==> src/rtl/bram_stream_reader.sv <==
// bram_stream_reader: issues sequential word reads on a BRAM port with one-cycle registered
// read data and presents the returned words as a valid/ready stream. Reads are only issued
// while the output FIFO has room for every word already requested, so backpressure can
// never overflow the FIFO even though data arrives one cycle after the request.
module bram_stream_reader #(
   parameter int unsigned LEN_W      = 16,
   parameter int unsigned FIFO_DEPTH = 4
) (
   input  logic             clk,
   input  logic             rst,
   input  logic             start,
   input  logic [31:0]      base_addr,
   input  logic [LEN_W-1:0] len,
   output logic             busy,
   output logic             done,
   output logic [31:0]      bram_addr,
   output logic             bram_en,
   output logic [3:0]       bram_wen,
   output logic [31:0]      bram_din,
   input  logic [31:0]      bram_dout,
   output logic [31:0]      m_data,
   output logic             m_valid,
   input  logic             m_ready,
   output logic             m_last
);

   localparam int unsigned PTR_W = (FIFO_DEPTH > 1) ? $clog2(FIFO_DEPTH) : 1;
   // Wide enough for fifo count plus the one in-flight read.
   localparam int unsigned CNT_W = PTR_W + 2;
   localparam logic [CNT_W-1:0] DEPTH_C = CNT_W'(FIFO_DEPTH);

   typedef enum logic [1:0] {StIdle, StRead, StDrain, StDone} state_e;

   state_e             state_q, state_d;
   logic [31:0]        base_q;
   logic [LEN_W-1:0]   len_q;
   logic [LEN_W-1:0]   issued_q;
   logic [LEN_W-1:0]   accepted_q;
   logic [LEN_W-1:0]   len_m1;
   logic               inflight_q;

   logic [31:0]        fifo_mem [FIFO_DEPTH];
   logic [PTR_W-1:0]   wr_ptr_q, rd_ptr_q;
   logic [PTR_W:0]     count_q;

   logic [CNT_W-1:0]   credit_used;
   logic               accept_cmd;
   logic               issue;
   logic               last_issue;
   logic               push;
   logic               pop;

   // Issue/credit decode and handshake qualifiers.
   always_comb begin
      accept_cmd  = (state_q == StIdle) && start;
      len_m1      = len_q - LEN_W'(1);
      credit_used = CNT_W'(count_q) + CNT_W'(inflight_q);
      issue       = (state_q == StRead) && (issued_q < len_q) && (credit_used < DEPTH_C);
      last_issue  = issue && (issued_q == len_m1);
      push        = inflight_q;
      pop         = m_valid && m_ready;
   end

   // Output decode: BRAM request side, status and stream side.
   always_comb begin
      bram_en   = issue;
      bram_addr = issue ? (base_q + (32'(issued_q) << 2)) : 32'h0;
      bram_wen  = 4'b0000;
      bram_din  = 32'h0;
      busy      = (state_q == StRead) || (state_q == StDrain);
      done      = (state_q == StDone);
      m_valid   = (count_q != '0);
      // Gated so the stream reads zero while empty, including straight after reset.
      m_data    = m_valid ? fifo_mem[rd_ptr_q] : 32'h0;
      m_last    = m_valid && (accepted_q == len_m1);
   end

   // Next-state logic; DRAIN finishes on the handshake of the final word.
   always_comb begin
      state_d = state_q;
      unique case (state_q)
         StIdle: begin
            if (start) state_d = (len == '0) ? StDone : StRead;
         end
         StRead: begin
            if (last_issue) state_d = StDrain;
         end
         StDrain: begin
            if ((accepted_q == len_q) || (pop && (accepted_q == len_m1))) state_d = StDone;
         end
         StDone: begin
            state_d = StIdle;
         end
         default: state_d = StIdle;
      endcase
   end

   // State, command latch and transfer counters.
   always_ff @(posedge clk or posedge rst) begin
      if (rst) begin
         state_q    <= StIdle;
         base_q     <= 32'h0;
         len_q      <= '0;
         issued_q   <= '0;
         accepted_q <= '0;
         inflight_q <= 1'b0;
      end else begin
         state_q    <= state_d;
         inflight_q <= issue;
         if (accept_cmd) begin
            base_q     <= base_addr & 32'hFFFF_FFFC;
            len_q      <= len;
            issued_q   <= '0;
            accepted_q <= '0;
         end else begin
            if (issue) issued_q <= issued_q + LEN_W'(1);
            if (pop)   accepted_q <= accepted_q + LEN_W'(1);
         end
      end
   end

   // FIFO pointers and occupancy; simultaneous push and pop leaves the count unchanged.
   always_ff @(posedge clk or posedge rst) begin
      if (rst) begin
         wr_ptr_q <= '0;
         rd_ptr_q <= '0;
         count_q  <= '0;
      end else begin
         if (push) wr_ptr_q <= wr_ptr_q + PTR_W'(1);
         if (pop)  rd_ptr_q <= rd_ptr_q + PTR_W'(1);
         if (push && !pop)      count_q <= count_q + (PTR_W + 1)'(1);
         else if (!push && pop) count_q <= count_q - (PTR_W + 1)'(1);
      end
   end

   // FIFO storage captures the BRAM word returned for the previous cycle's request.
   always_ff @(posedge clk) begin
      if (push) fifo_mem[wr_ptr_q] <= bram_dout;
   end

endmodule

==> config.mk <==
export PLATFORM = sky130hd
export DESIGN_NAME = bram_stream_reader
export DESIGN_NICKNAME = d
export VERILOG_FILES = /design/src/rtl/bram_stream_reader.sv
export SDC_FILE = /design/constraint.sdc
export NUM_CORES = 1
export LEC_CHECK = 0
export ABC_AREA = 1
export ABC_CLOCK_PERIOD_IN_PS = 3900
export BUFFER_PORTS_ARGS = -buffer_cell sky130_fd_sc_hd__clkbuf_2
export CAP_MARGIN = 20
export CORE_MARGIN = 5
export CORE_UTILIZATION = 58
export DETAILED_ROUTE_END_ITERATION = 8
export MAX_ROUTING_LAYER = met4
export PLACE_DENSITY = 0.81
export SETUP_SLACK_MARGIN = 0.5
export SLEW_MARGIN = 20
export SYNTH_ARGS = -nofsm -noshare
export SYNTH_HDL_FRONTEND = slang
export SYNTH_SLANG_ARGS = --single-unit
==> constraint.sdc <==
create_clock -name clk -period 3.9 [get_ports clk]
set_input_delay 0.78 -clock clk [delete_from_list [all_inputs] [get_ports clk]]
set_output_delay 0.78 -clock clk [all_outputs]
set_load 0.02 [all_outputs]
======== Yosys cells after proc, flatten, opt, wreduce, memory -nomap -nowiden ========
Memories as Yosys holds them, arrays and structs flattened.
Index checks and enable logic that the tools add are counted.
word-level totals
  register bits after elaboration ......... 88
  RAM bits ................................ 128
  memories ................................ 1
cells by class
  $add $sub $neg .......................... 9
  order comparisons ....................... 2
  eq/ne operators ......................... 9
  muxes and demuxes ....................... 15
  reduce and logical (&&, ||, !) cells .... 20
memories
  name      depth  width  read ports  clocked after memory_dff  write ports  line  text
  fifo_mem  4      32     1           0                         1            42    logic [31:0] fifo_mem [FIFO_DEPTH];
operators by type and width
  kind                                                                   count
  16-bit 2-to-1 mux                                                      4
  32-bit 2-to-1 mux                                                      2
  16-bit == test                                                         3
  16-bit by 1-bit adder with 16-bit output (second input constant)       2
  32-bit by 18-bit adder with 32-bit output                              1
  16-bit logical NOT                                                     1
  16-bit < comparator                                                    1
  16-bit by 1-bit subtractor with 16-bit output (second input constant)  1
  1-bit logical AND                                                      9
  2-bit 2-to-1 mux                                                       4
  2-bit one-hot mux with 4 select lines                                  1
  3-bit 2-to-1 mux                                                       2
  2-bit nonzero test                                                     3
  2-bit by 1-bit adder with 2-bit output (second input constant)         2
  3-bit by 1-bit adder with 4-bit output                                 1
  2-bit == test (second input constant)                                  2
  4-bit by 3-bit < comparator with 1-bit output (second input constant)  1
  2-bit != test (second input constant)                                  2
  3-bit by 1-bit adder with 3-bit output (second input constant)         1
  3-bit AND reduction                                                    1
  3-bit nonzero test                                                     1
  3-bit by 1-bit subtractor with 3-bit output (second input constant)    1
  2-bit by 1-bit == test with 1-bit output (second input constant)       1
  1-bit logical NOT                                                      2
  4 further kinds                                                        6

======== Longest topological paths before layout ========
  word-level depth ........................ 6
  mapped depth ............................ 17

======== Worst setup path before layout ========
Ideal clock, no wire load.
  path type ............................... register to output
  start ................................... register len_q[7]
  end ..................................... output bram_addr[25]
  arrival ................................. 2.211 ns
  data required time ...................... 3.120 ns
  slack ................................... 0.909 ns
  stages on the path, launching flop included .. 14
  cells stage by stage .................... dfrtp_1 -> inv_1 -> ha_1 -> nand2_1 -> inv_1 -> nor2_1 -> o21a_1 -> nand2_1 -> nand2_1 -> nand3_1 -> nor2_2 -> buf_2 -> o21ai_0 -> a21oi_1
on the way
  longest elaborated chain between the ends .. 4
ends and longest elaborated chain
  what                             line  text
  start, declared                  36    logic [LEN_W-1:0] len_q;
  start signal, assigned           112   len_q <= len;
  16-bit < comparator              58    issue = (state_q == StRead) && (issued_q < len_q) && (credit_used < DEPTH_C);
  1-bit logical AND (2 in series)  58
  net bram_en                      17    output logic bram_en,
  32-bit 2-to-1 mux                67    bram_addr = issue ? (base_q + (32'(issued_q) << 2)) : 32'h0;
  end, declared                    16    output logic [31:0] bram_addr,
The timed path passes the listed nets, and every way through them passes these cells.

======== Worst setup path in the final report ========
  start ................................... register issued_q[7]
  end ..................................... output bram_addr[31]
on the way
  longest elaborated chain between the ends .. 4
  elaborated cells between the ends (all ways) .. 5
  those cells by class .................... add/sub (1); order compare (1); mux (1); reduce/logical (2)
ends and longest elaborated chain
  what                                                                                               line  text
  start, declared                                                                                    37    logic [LEN_W-1:0] issued_q;
  start signal, assigned                                                                             116   if (issue) issued_q <= issued_q + LEN_W'(1);
  parallel branches: the longest is 3 deep, another holds 32-bit by 18-bit adder with 32-bit output  --
  32-bit 2-to-1 mux (*)                                                                              67
Every way passes the cells marked *.

==> flow_summary.toml <==
[global_route]
grt_max_degree = 84
grtUsageTotal_pct = 26.1
grt_pass1_vias = 10300
grt_pass1_wl_um = 50000
overflow = 0
grt_antenna_before_repair = 0

[cts]
h-tree-depth = 1
root_buffer = "clkbuf_16"
clock_latency_ns = 0.52
cts_buffer_depth = 3
numCtsBuffers = 22
cts_num_sinks = 216
path_clk_slew_ns = 0.07
tritoncts = "yes"

[critical_path]
rrSetupSlack_ns = 1.22
worst_setup_path_start_kind = "flop"
cp-end-kind = "output pin"
crit_slowest_cell = "dfrtp_2"
r2r-start = "count_q[0]"
rr_worst_depth = 10
crit_type = "reg2out"
cp.required_ns = 3.12
crit_top_cell = "nand2_1"
crit_chain = "ha_4, nand2_1, nor2_2, nand2_1, nand2_1, nand2_1, nand3_2, nor3b_4, nand3_1, nand2_1, nor2_1, buf_4"
r2r-end = "count_q[2]"
slowest_delay_ns = 0.47
cp_max_fo = 6
cp_data_arrival_time_ns = 2.83

[floorplan]
coreArea_sq_um = 20300
boundaryPins = 189
initial_core_util_pct = 59.3
die_w_um = 154
dieArea_sq_um = 23700
die_height_um = 154
num_rows = 52

[routing]
routed_via_density = 5.85
postRouteWirelength_um = 34800
drt_iter0_markers = 1041
drc = 0
ant_nets = 0
wire_per_inst_um = 18.2
vias = 11200
first_pass_iters = 8

[yosys]
synth.distinct_cells = 51
ys_warn_count = 0
yosysTopAreaCell = "edfxtp_1"
seq_area_frac_synth_pct = 50.3
synth_area_sq_um = 12000
synth-edff-count = 128
ys.flop_type = "edfxtp_1"
syn_inst = 1396
ys_seq_elements = 216
ys_top_cells_by_area = "edfxtp_1 32%, dfrtp_1 18%, nand2_1 8.0%"
ys_async_sr_fraction_pct = 40.7
yosysMostFrequentCell = "nand2_1"
synth_area_per_cell_sq_um = 8.62
synth.top_cell.area_share_pct = 32.0
synth_common_cells = "255 x nand2_1, 226 x nor2_1, 137 x o21ai_0"

[pwr]
power.density_nw_per_um2 = 749
vdd_drop_max_uv = 508
p_leak_nw = 6.64

[outcome]
status = "finished, final reports clean"

[sta]
post-route-period-util_pct = 92.5
hold_viol_final = 0
fmax_mhz = 277
skew_ns = 0.0176
fin_crit_ns = 3.61
setup_viol = 0
slew_headroom_pct = 39.9
rsz0062_at_grt = "true"
tightest_slew_ns = 0.893
drv_slew = 0
fin_tns_setup_ns = 0

[flow_run]
maxCapViolCount = 0

[finish]
fin_nets = 1760
finalNonFillerCells = 1915
diodes = 0
syn_to_final_growth_pct = 26.0
drive_gt1_share_pct = 27.0

[placed_design]
globalplace.congestion = 0.902
port_buffers = 148
dpl.hpwl_um = 19500
dp_cells = 1786

[hold_path]
worstHoldPathType = "in2async"
## layout make-up
| class | count | area, sq um |
|---|---|---|
| timing repair buffer | 254 | 1720 |
| clock inverter | 8 | 98.8 |
| tap | 270 | 338 |
| clock buffer | 32 | 628 |
| fill | 1255 | 5140 |
| inverter | 121 | 462 |
| sequential | 216 | 6080 |
| multi-input combinational | 1014 | 5830 |
## kinds of logic after synthesis
kind of cell             share of synthesized area, %
AO/OA/AOI/OAI                                    11.0
multiplexers                                   0.0936
other                                          0.0312
flip-flops                                       50.3
AND/OR/NAND/NOR                                  22.4
buffers and inverters                            7.67
XOR/XNOR                                         3.54
adder cells (fa/ha/maj)                          5.01
## cells in the final DEF (no fill, tap or decap), drive strengths merged, types with 3 or more instances in the layout
cell type	netlist	routed
nor3b	3	3
a21oi	97	97
nor4	11	11
conb	1	38
nand4	15	15
nand2	262	262
nor2	234	234
nor3	27	27
o21a	5	5
a21o	3	3
nand3b	7	7
nand3	62	62
clkinv	2	9
xnor2	26	26
inv	119	118
a31oi	3	3
edfxtp	128	128
ha	45	45
or2	3	3
xor2	20	20
dfrtp	88	88
o21ai	138	138
buf	51	123
clkbuf	31	163
## how the worst max path moves through the flow
stage	startpoint	end	slack [ns]	depth (start not counted)
3_5_place_dp	len_q[3]	bram_addr[7]	0.57	11
5_1_grt	issued_q[14]	bram_addr[31]	0.22	11
2_1_floorplan	rst	accepted_q[0]	0.84	1
6_report	issued_q[7]	bram_addr[31]	0.29	12
4_1_cts	issued_q[9]	bram_addr[26]	0.45	13
3_3_place_gp	len_q[9]	bram_addr[2]	0.65	11
## stage by stage
step	setup WS, ns	power (mW)	hold slack [ns]	area, sq um	util [%]
after floorplan	0.841	6.60	0.455	12200	-
final	0.292	11.4	0.390	15200	74.7
after global routing	0.222	12.0	0.456	15200	74.7
after global placement	0.651	7.74	0.476	12900	63.6
after detailed placement	0.575	7.91	0.476	12900	63.7
after CTS	0.452	10.6	0.449	14500	71.4
## worst max-delay path: cells and delay by family (launching register included)
family | cells | cell delay (ns)
simple gates | 10 | 1.34
flops | 1 | 0.47
fa+ha+maj | 1 | 0.34
buf+inv | 1 | 0.15
## timing repair
action | in CTS | in global routing
hold buffers | 0 | 0
buffers inserted | 53 | 34
endpoints found under the setup margin | 32 | 23
pin swaps | 17 | 32
endpoints found under the hold margin | 0 | 0
gates cloned | 2 | 0
resized for setup | 86 | 127
## report_power, final
group | internal (mW) | leakage [nW] | switching [mW]
clock network | 1.25 | 0.357 | 0.877
logic | 2.17 | 4.03 | 3.70
registers | 2.95 | 2.25 | 0.406
total | 6.38 | 6.64 | 4.98
## metal layers
layer / GRT usage [%] / up-vias / wire length (um)
li1: - / 5067 / -
met5: - / - / 0
met3: 4.05 / 149 / 3280
met4: 10.1 / 0 / 1600
met2: 43.5 / 728 / 16800
met1: 32.4 / 5257 / 13100
## registers in the layout (all words and copies together), names as in the netlist, 3 cells and up
name and count:
base_q 30, count_q 3, fifo_mem 128, accepted_q 16
len_q 16, issued_q 16
(Power assumes the default switching activity.)
